--- src/rtl/spike_out_collector.sv ---
// spike_out_collector: decodes grid output packets into per-window spike
// vectors and commits one vector per picture into a small result memory.
module spike_out_collector #(
   parameter int NUM_OUTPUT  = 250,
   parameter int NUM_PICTURE = 3,
   parameter int LAYER_DELAY = 1,
   parameter int ADDR_W      = 2,
   parameter int CNT_W       = 16
) (
   input  logic                  clk,
   input  logic                  reset_n,
   input  logic                  start,
   input  logic                  tick,
   input  logic [7:0]            packet_out,
   input  logic                  packet_out_valid,
   input  logic                  rd_en,
   input  logic [ADDR_W-1:0]     rd_addr,
   output logic [NUM_OUTPUT-1:0] rd_data,
   output logic                  rd_valid,
   output logic [CNT_W-1:0]      num_stored,
   output logic                  busy,
   output logic                  done,
   output logic                  range_error
);

   typedef enum logic [1:0] {
      S_IDLE,
      S_ARMED,
      S_COLLECT,
      S_DONE
   } state_t;

   localparam logic [CNT_W-1:0] LD_C = CNT_W'(LAYER_DELAY);
   localparam logic [CNT_W-1:0] NP_C = CNT_W'(NUM_PICTURE);
   localparam logic [ADDR_W:0] NP_A = (ADDR_W+1)'(NUM_PICTURE);
   localparam logic [8:0] NO_C = 9'(NUM_OUTPUT);
   localparam logic [NUM_OUTPUT-1:0] MSB_1 =
      {1'b1, {(NUM_OUTPUT-1){1'b0}}};

   state_t state, state_d;

   logic [NUM_OUTPUT-1:0] acc;
   logic [NUM_OUTPUT-1:0] pkt_vec;
   logic [NUM_OUTPUT-1:0] mem [2**ADDR_W];
   logic [CNT_W-1:0]      win_cnt;
   logic [ADDR_W-1:0]     wr_addr;
   logic                  pkt_ok;
   logic                  pkt_bad;
   logic                  clr;
   logic                  open_win;
   logic                  close_win;
   logic                  in_collect;
   logic                  store;

   // Neuron 0 maps to the MSB, matching the software simulator dump.
   assign pkt_ok  = packet_out_valid && ({1'b0, packet_out} < NO_C);
   assign pkt_bad = packet_out_valid && !({1'b0, packet_out} < NO_C);
   assign pkt_vec = pkt_ok ? (MSB_1 >> packet_out) : '0;

   // The first LAYER_DELAY windows only carry pipeline latency.
   assign store   = close_win && (win_cnt >= LD_C);
   assign wr_addr = ADDR_W'(win_cnt - LD_C);

   assign busy = (state == S_ARMED) || (state == S_COLLECT);
   assign done = (state == S_DONE);

   // State register.
   always_ff @(posedge clk or negedge reset_n) begin
      if (!reset_n) state <= S_IDLE;
      else          state <= state_d;
   end

   // Next-state and window control decode.
   always_comb begin
      state_d    = state;
      clr        = 1'b0;
      open_win   = 1'b0;
      close_win  = 1'b0;
      in_collect = 1'b0;
      unique case (state)
         S_IDLE, S_DONE: begin
            if (start) begin
               state_d = S_ARMED;
               clr     = 1'b1;
            end
         end
         S_ARMED: begin
            if (tick) begin
               state_d  = S_COLLECT;
               open_win = 1'b1;
            end
         end
         S_COLLECT: begin
            in_collect = 1'b1;
            if (tick) begin
               close_win = 1'b1;
               if ((win_cnt >= LD_C) &&
                   ((num_stored + CNT_W'(1)) == NP_C))
                  state_d = S_DONE;
            end
         end
         default: state_d = S_IDLE;
      endcase
   end

   // Accumulator, counters and sticky range flag.
   always_ff @(posedge clk or negedge reset_n) begin
      if (!reset_n) begin
         acc         <= '0;
         win_cnt     <= '0;
         num_stored  <= '0;
         range_error <= 1'b0;
      end else if (clr) begin
         acc         <= '0;
         win_cnt     <= '0;
         num_stored  <= '0;
         range_error <= 1'b0;
      end else begin
         if (open_win) begin
            acc     <= '0;
            win_cnt <= '0;
         end
         if (close_win) begin
            acc     <= pkt_vec;
            win_cnt <= win_cnt + CNT_W'(1);
            if (store) num_stored <= num_stored + CNT_W'(1);
         end else if (in_collect) begin
            acc <= acc | pkt_vec;
         end
         if (in_collect && pkt_bad) range_error <= 1'b1;
      end
   end

   // Result memory write; contents are not reset.
   always_ff @(posedge clk) begin
      if (store) mem[wr_addr] <= acc;
   end

   // Registered read port; same-cycle write returns old contents.
   always_ff @(posedge clk or negedge reset_n) begin
      if (!reset_n) begin
         rd_data  <= '0;
         rd_valid <= 1'b0;
      end else begin
         rd_valid <= rd_en;
         if (rd_en)
            rd_data <= ({1'b0, rd_addr} < NP_A) ? mem[rd_addr] : '0;
      end
   end

endmodule

--- config.mk ---
export PLATFORM = sky130hd
export DESIGN_NAME = spike_out_collector
export DESIGN_NICKNAME = d
export VERILOG_FILES = /design/src/rtl/spike_out_collector.sv
export SDC_FILE = /design/constraint.sdc
export NUM_CORES = 2
export LEC_CHECK = 0
export BUFFER_PORTS_ARGS = -buffer_cell sky130_fd_sc_hd__buf_2
export CAP_MARGIN = 5
export CORE_ASPECT_RATIO = 1.2
export CORE_MARGIN = 2
export CORE_UTILIZATION = 54
export CTS_BUF_LIST = sky130_fd_sc_hd__clkbuf_8 sky130_fd_sc_hd__clkbuf_16
export CTS_CLUSTER_DIAMETER = 60
export DETAILED_ROUTE_END_ITERATION = 10
export PLACE_DENSITY = 0.86
export SYNTH_ARGS = -nofsm -noshare
export SYNTH_HDL_FRONTEND = slang
export SYNTH_SLANG_ARGS = --single-unit
--- constraint.sdc ---
create_clock -name clk -period 7.5 [get_ports clk]
set_input_delay 1.125 -clock clk [delete_from_list [all_inputs] [get_ports clk]]
set_output_delay 1.125 -clock clk [all_outputs]
set_load 0.005 [all_outputs]
# Word-level counts from Yosys, hierarchy flattened
# Memory sizes are Yosys's and may differ from the RTL's.
# Index checks and enable logic that the tools add are counted.
[word_totals]
word_cells = 67
memories = 1
mem_bits_rw = 1000
reg_bits = 536
input_bits = 16
[memory_table]
columns = ["memory", "words", "width", "rd", "rd_ports_with_merged_regs", "write_ports", "line", "source"]
rows = [
  ["mem", 4, 250, 1, 0, 1, "44", "logic [NUM_OUTPUT-1:0] mem [2**ADDR_W];"],
]
[classes]
order_cmp = 3
bitwise_logic = 1
n_shift = 1
n_reduce_logical = 16
n_eq_ne = 8
mux = 27
addsub = 3
[op_table]
columns = ["op", "count"]
rows = [
  ["2-to-1 mux 250 bit", 6],
  ["bitwise OR 250 bit", 1],
  ["right shift 250 x 8 -> 250 bit, first input constant", 1],
  ["2-to-1 mux 16 bit", 6],
  ["adder 16 x 1 -> 16 bit, second input constant", 2],
  ["== test 16 x 2 -> 1 bit, second input constant", 1],
  ["greater-or-equal comparator 16 x 1 -> 1 bit, second input constant", 1],
  ["2-to-1 mux 1 bit", 10],
  ["less-than comparator 8 bit, second input constant", 1],
  ["2-to-1 mux 2 bit", 4],
  ["!= test 2 bit, second input constant", 3],
  ["case mux 2 bit (3 select lines)", 1],
  ["nonzero test 2 bit", 3],
  ["logical AND 1 bit", 5],
  ["== test 2 bit, second input constant", 2],
  ["AND reduction 4 bit", 1],
  ["nonzero test 4 bit", 1],
  ["nonzero test 3 bit", 1],
  ["== test 2 x 1 -> 1 bit, second input constant", 1],
  ["zero test 2 bit", 1],
  ["less-than comparator 2 bit, second input constant", 1],
  ["!= test 2 x 1 -> 1 bit, second input constant", 1],
  ["AND reduction 2 bit", 1],
  ["OR reduction 2 bit", 1],
  ["other kinds (3)", 3],
]

# Depth between registers and ports, before layout
[logic_depth]
depth_word = 7
ltp_mapped = 9

# Least setup slack after synthesis
# No wires, ideal clock.
[synth_timing]
kind = "input -> register"
startpoint = "input port tick"
endpoint = "memory mem[0][0], enable pin"
setup_ns = 0.644
slack_ns = -0.660
t_required_ns = 6.856
cell_stages = 4
t_arrival_ns = 7.516
cell_sequence = "nand2_1 > a41oi_1 > buf_2 > and2_1"
[synth_between]
elab_chain_cells = 5
[synth_lines]
columns = ["item", "line", "source"]
rows = [
  ["start: declaration", "13", "input logic tick,"],
  ["2-to-1 mux 1 bit", "95", "if (tick) begin"],
  ["2-to-1 mux 1 bit", "80", "unique case (state)"],
  ["logical AND 1 bit", "61", "assign store = close_win && (win_cnt >= LD_C);"],
  ["2-to-1 mux 1 bit", "136", "if (store) mem[wr_addr] <= acc;"],
  ["2-to-1 mux 1 bit (not written as such)", "136", ""],
  ["end: declaration", "44", ""],
]
# Every way passes these cells.

# Worst setup path in the final report
[layout_timing]
startpoint = "input port rd_addr[1]"
endpoint = "register rd_data[204]"
[layout_between]
elab_chain_cells = 2
[layout_lines]
columns = ["item", "line", "source"]
rows = [
  ["start: declaration", "17", "input logic [ADDR_W-1:0] rd_addr,"],
  ["memory read (4 x 250 bit) or less-than comparator 2 bit (tied branches)", "--", ""],
  ["2-to-1 mux 250 bit *", "147", "rd_data <= ({1'b0, rd_addr} < NP_A) ? mem[rd_addr] : '0;"],
  ["end signal: assignment", "147", ""],
  ["end: declaration", "18", "output logic [NUM_OUTPUT-1:0] rd_data,"],
]
# Mark *: on every way between the ends. The rest lies on a longest branch, timed or not.
# A chain may end at the register's enable or synchronous reset.

==> impl_metrics.ini <==
[synthesis]
synthCells = 3390
synth-simple-area-share = 0.0684
ys_top_cells_by_area = edfxtp_1 (47%), dfrtp_1 (28%), mux2i_1 (5.3%), a21oi_1 (5.3%), nor2_1 (4.4%)
synth_fa_ha_area_frac = 0.00315
yosysTopAreaCellShare = 0.472
synth-compound-area-share = 0.0996
synth-xor-area-share = 0.00367
synth_area_um2 = 47700
ys_warn_count = 0
synth-seq-cells = 1286
ys_async_sr_fraction = 0.417
synth_mux_area_frac = 0.0533
yosysTopAreaCell = edfxtp_1
synth_edf_count = 750
synth-main-ff-cell = edfxtp_1
synth_fp_nets = 3418
syn-mean-instance-area_um2 = 14.1
ys_types = 52
synth_top_family_by_area = compound AO/OA/AOI/OAI gates
ys_seq_area_frac = 0.753

[outcome]
status = finished, final reports clean

[place]
hpwl_mm = 68.7
gp_congestion = 0.830
io_buffer_count = 285
place_inst = 4645

[setup_path]
path_cells = buf_8 -> nor2b_4 -> buf_4 -> buf_4 -> a21oi_1 -> a21oi_1
startpoint = rd_addr[1]
endpoint_kind = register
slowest_stage = nor2b_4
worst-r2r-cell-count = 7
crit_fanout = 71
r2r_start = state[0]
crit_type = input pin to register
cp-start-kind = input pin
crit_required_ps = 8110
critPathTopFamily = buffers and inverters
path_depth = 6
slowest_delay_ps = 1010
path_buf_inv = 3
arrival_ps = 4560

[pwr]
p_per_area_nw_per_um2 = 278
leakagePower_nw = 22.1
power_mw = 15.1
irDropWorstVdd_mv = 0.542

[detailed_routing]
wire_per_inst_um = 24.7
drc = 0
num_vias = 29636
vias_per_cell = 6.09
drt-initial-drc-count = 3458
drtPass1Iterations = 9
wl_mm = 120
drt.antenna.violating_nets = 0

[sta]
tns_ps = 0
period_share = 0.526
drv_slew = 0
maxClockFrequency_ghz = 0.253
worst_pin_slew_ps = 1250
skew_ps = 37.6
setup_viol = 0
whs_ps = 482
slew_headroom = 0.161
period_minus_slack_ps = 3950
hold_viol_final = 0
rsz0062_at_grt = no

[clock_network]
clock_latency_ps = 700
clockBufferDepth = 3
cts_resized = 0
post_cts_buffers = 0
tritoncts = built
cts_buffers = 115
path_clk_slew_ps = 70
ctsHoldBuffers = 0
root_buffer = clkbuf_16
ctsHtreeMaxLevel = 3
numClockSinks = 1286

[worst_hold_path]
whs_path_depth = 0
hold_path.class = register to register
worstHoldStart = acc[220]

[global_routing]
grt_pass1_vias = 29137
grt_max_degree = 225
grt-ovfl-total = 0
antenna_found_initial = 3
grt_usage = 0.264
grt_pass1_wl_mm = 180

[run]
drv_cap = 0

[floorplan]
die_h_um = 330
rows = 119
start_util = 0.544
pin_count = 286
dieArea_um2 = 90700
die_w_um = 275
core_area_um2 = 87700

[cells_and_area]
ff_latch_area_um2 = 35900
n_fill_cell = 5961
syn_to_final_growth_pct = 13.6
drive_gt1_frac = 0.140
fin_cells = 4868
final_common_cell = edfxtp_1
final_cell_mix = edfxtp_1 (750), nor2_1 (562), dfrtp_1 (536), a21oi_1 (504), buf_2 (281)
multi_input_area_um2 = 11000
nNetsFinal = 3641
[state kept, by name, summed over array words and instances, names as in the netlist]
| signal | flops |
|---|---|
| acc | 250 |
| mem | 750 |
| num_stored | 16 |
| range_error | 1 |
| rd_data | 250 |
| rd_valid | 1 |
| state | 2 |
| win_cnt | 16 |
[path summary, 6_finish.rpt]
path	to	slack, ps
max	rd_data[204]	3550
min	mem[2][220]	480
max reg2reg	acc[231]	4150
min reg2reg	mem[2][220]	480
max in group asynchronous	rd_data[141]	5400
min in group asynchronous	rd_data[104]	500
[kinds of logic (layout without fill, tap and decap cells)]
group                      Yosys count  in the layout
and+or+nand+nor                    796            796
xor gates and xnor gates            20             20
adders and majority gates           12             12
muxes                              254            254
DFF                               1286           1286
buffers and inverters              222            545
other                                0              6
AOI/OAI and AO/OA                  800            800
[metal layers]
layer | GRT usage | routed length, µm | vias to the layer above
li1 | - | - | 12756
met1 | 0.345 | 43700 | 14909
met2 | 0.421 | 58400 | 1664
met3 | 0.0553 | 11900 | 303
met4 | 0.138 | 6510 | 4
met5 | 0 | 22 | -
[cells in the mapped netlist (all sizes together) (5+ instances only)]
cell,count
xnor2,6
clkbuf,162
edfxtp,750
xor2,14
a22o,176
nor4,12
o21ai,100
dfrtp,536
mux2i,253
nand2b,5
nor2b,5
nor3,18
and2,7
a21oi,505
inv,10
and3,8
nand3,16
nand2,130
nand4,15
ha,12
buf,50
nor2,566
[final cells by class]
cell class                      instances  share of cell area
Sequential cell                      1286               0.663
Multi-Input combinational cell       1882               0.202
Clock buffer                          140              0.0597
Timing Repair Buffer                  318              0.0342
Tap cell                             1149              0.0265
Clock inverter                         77              0.0133
Inverter                               10            0.000693
Antenna cell                            6            0.000277
[worst register-to-register path, cell delays in order (launching register included)]
cell	delay (ps)
dfrtp_1	380
inv_1	90
ha_1	360
inv_1	120
nor2_2	170
a21oi_4	780
buf_12	820
a22o_1	540
[power by group]
| group | leakage [nW] | total, mW | switching, mW | internal [mW] |
|---|---|---|---|---|
| logic | 5.67 | 1.28 | 0.975 | 0.304 |
| clock network | 2.06 | 6.06 | 2.59 | 3.47 |
| registers | 14.3 | 7.72 | 0.126 | 7.59 |
| total | 22.1 | 15.1 | 3.69 | 11.4 |
[per-stage QoR]
stage | worst slack, ps | util | cell area (µm²)
detailed placement | 3040 | 0.573 | 50200
global placement | 3090 | 0.573 | 50200
global route | 3520 | 0.618 | 54200
CTS | 3780 | 0.618 | 54200
finish | 3550 | 0.618 | 54200
floorplan | 2170 | - | 47700
Note: power is estimated with default switching activity, not from simulation.
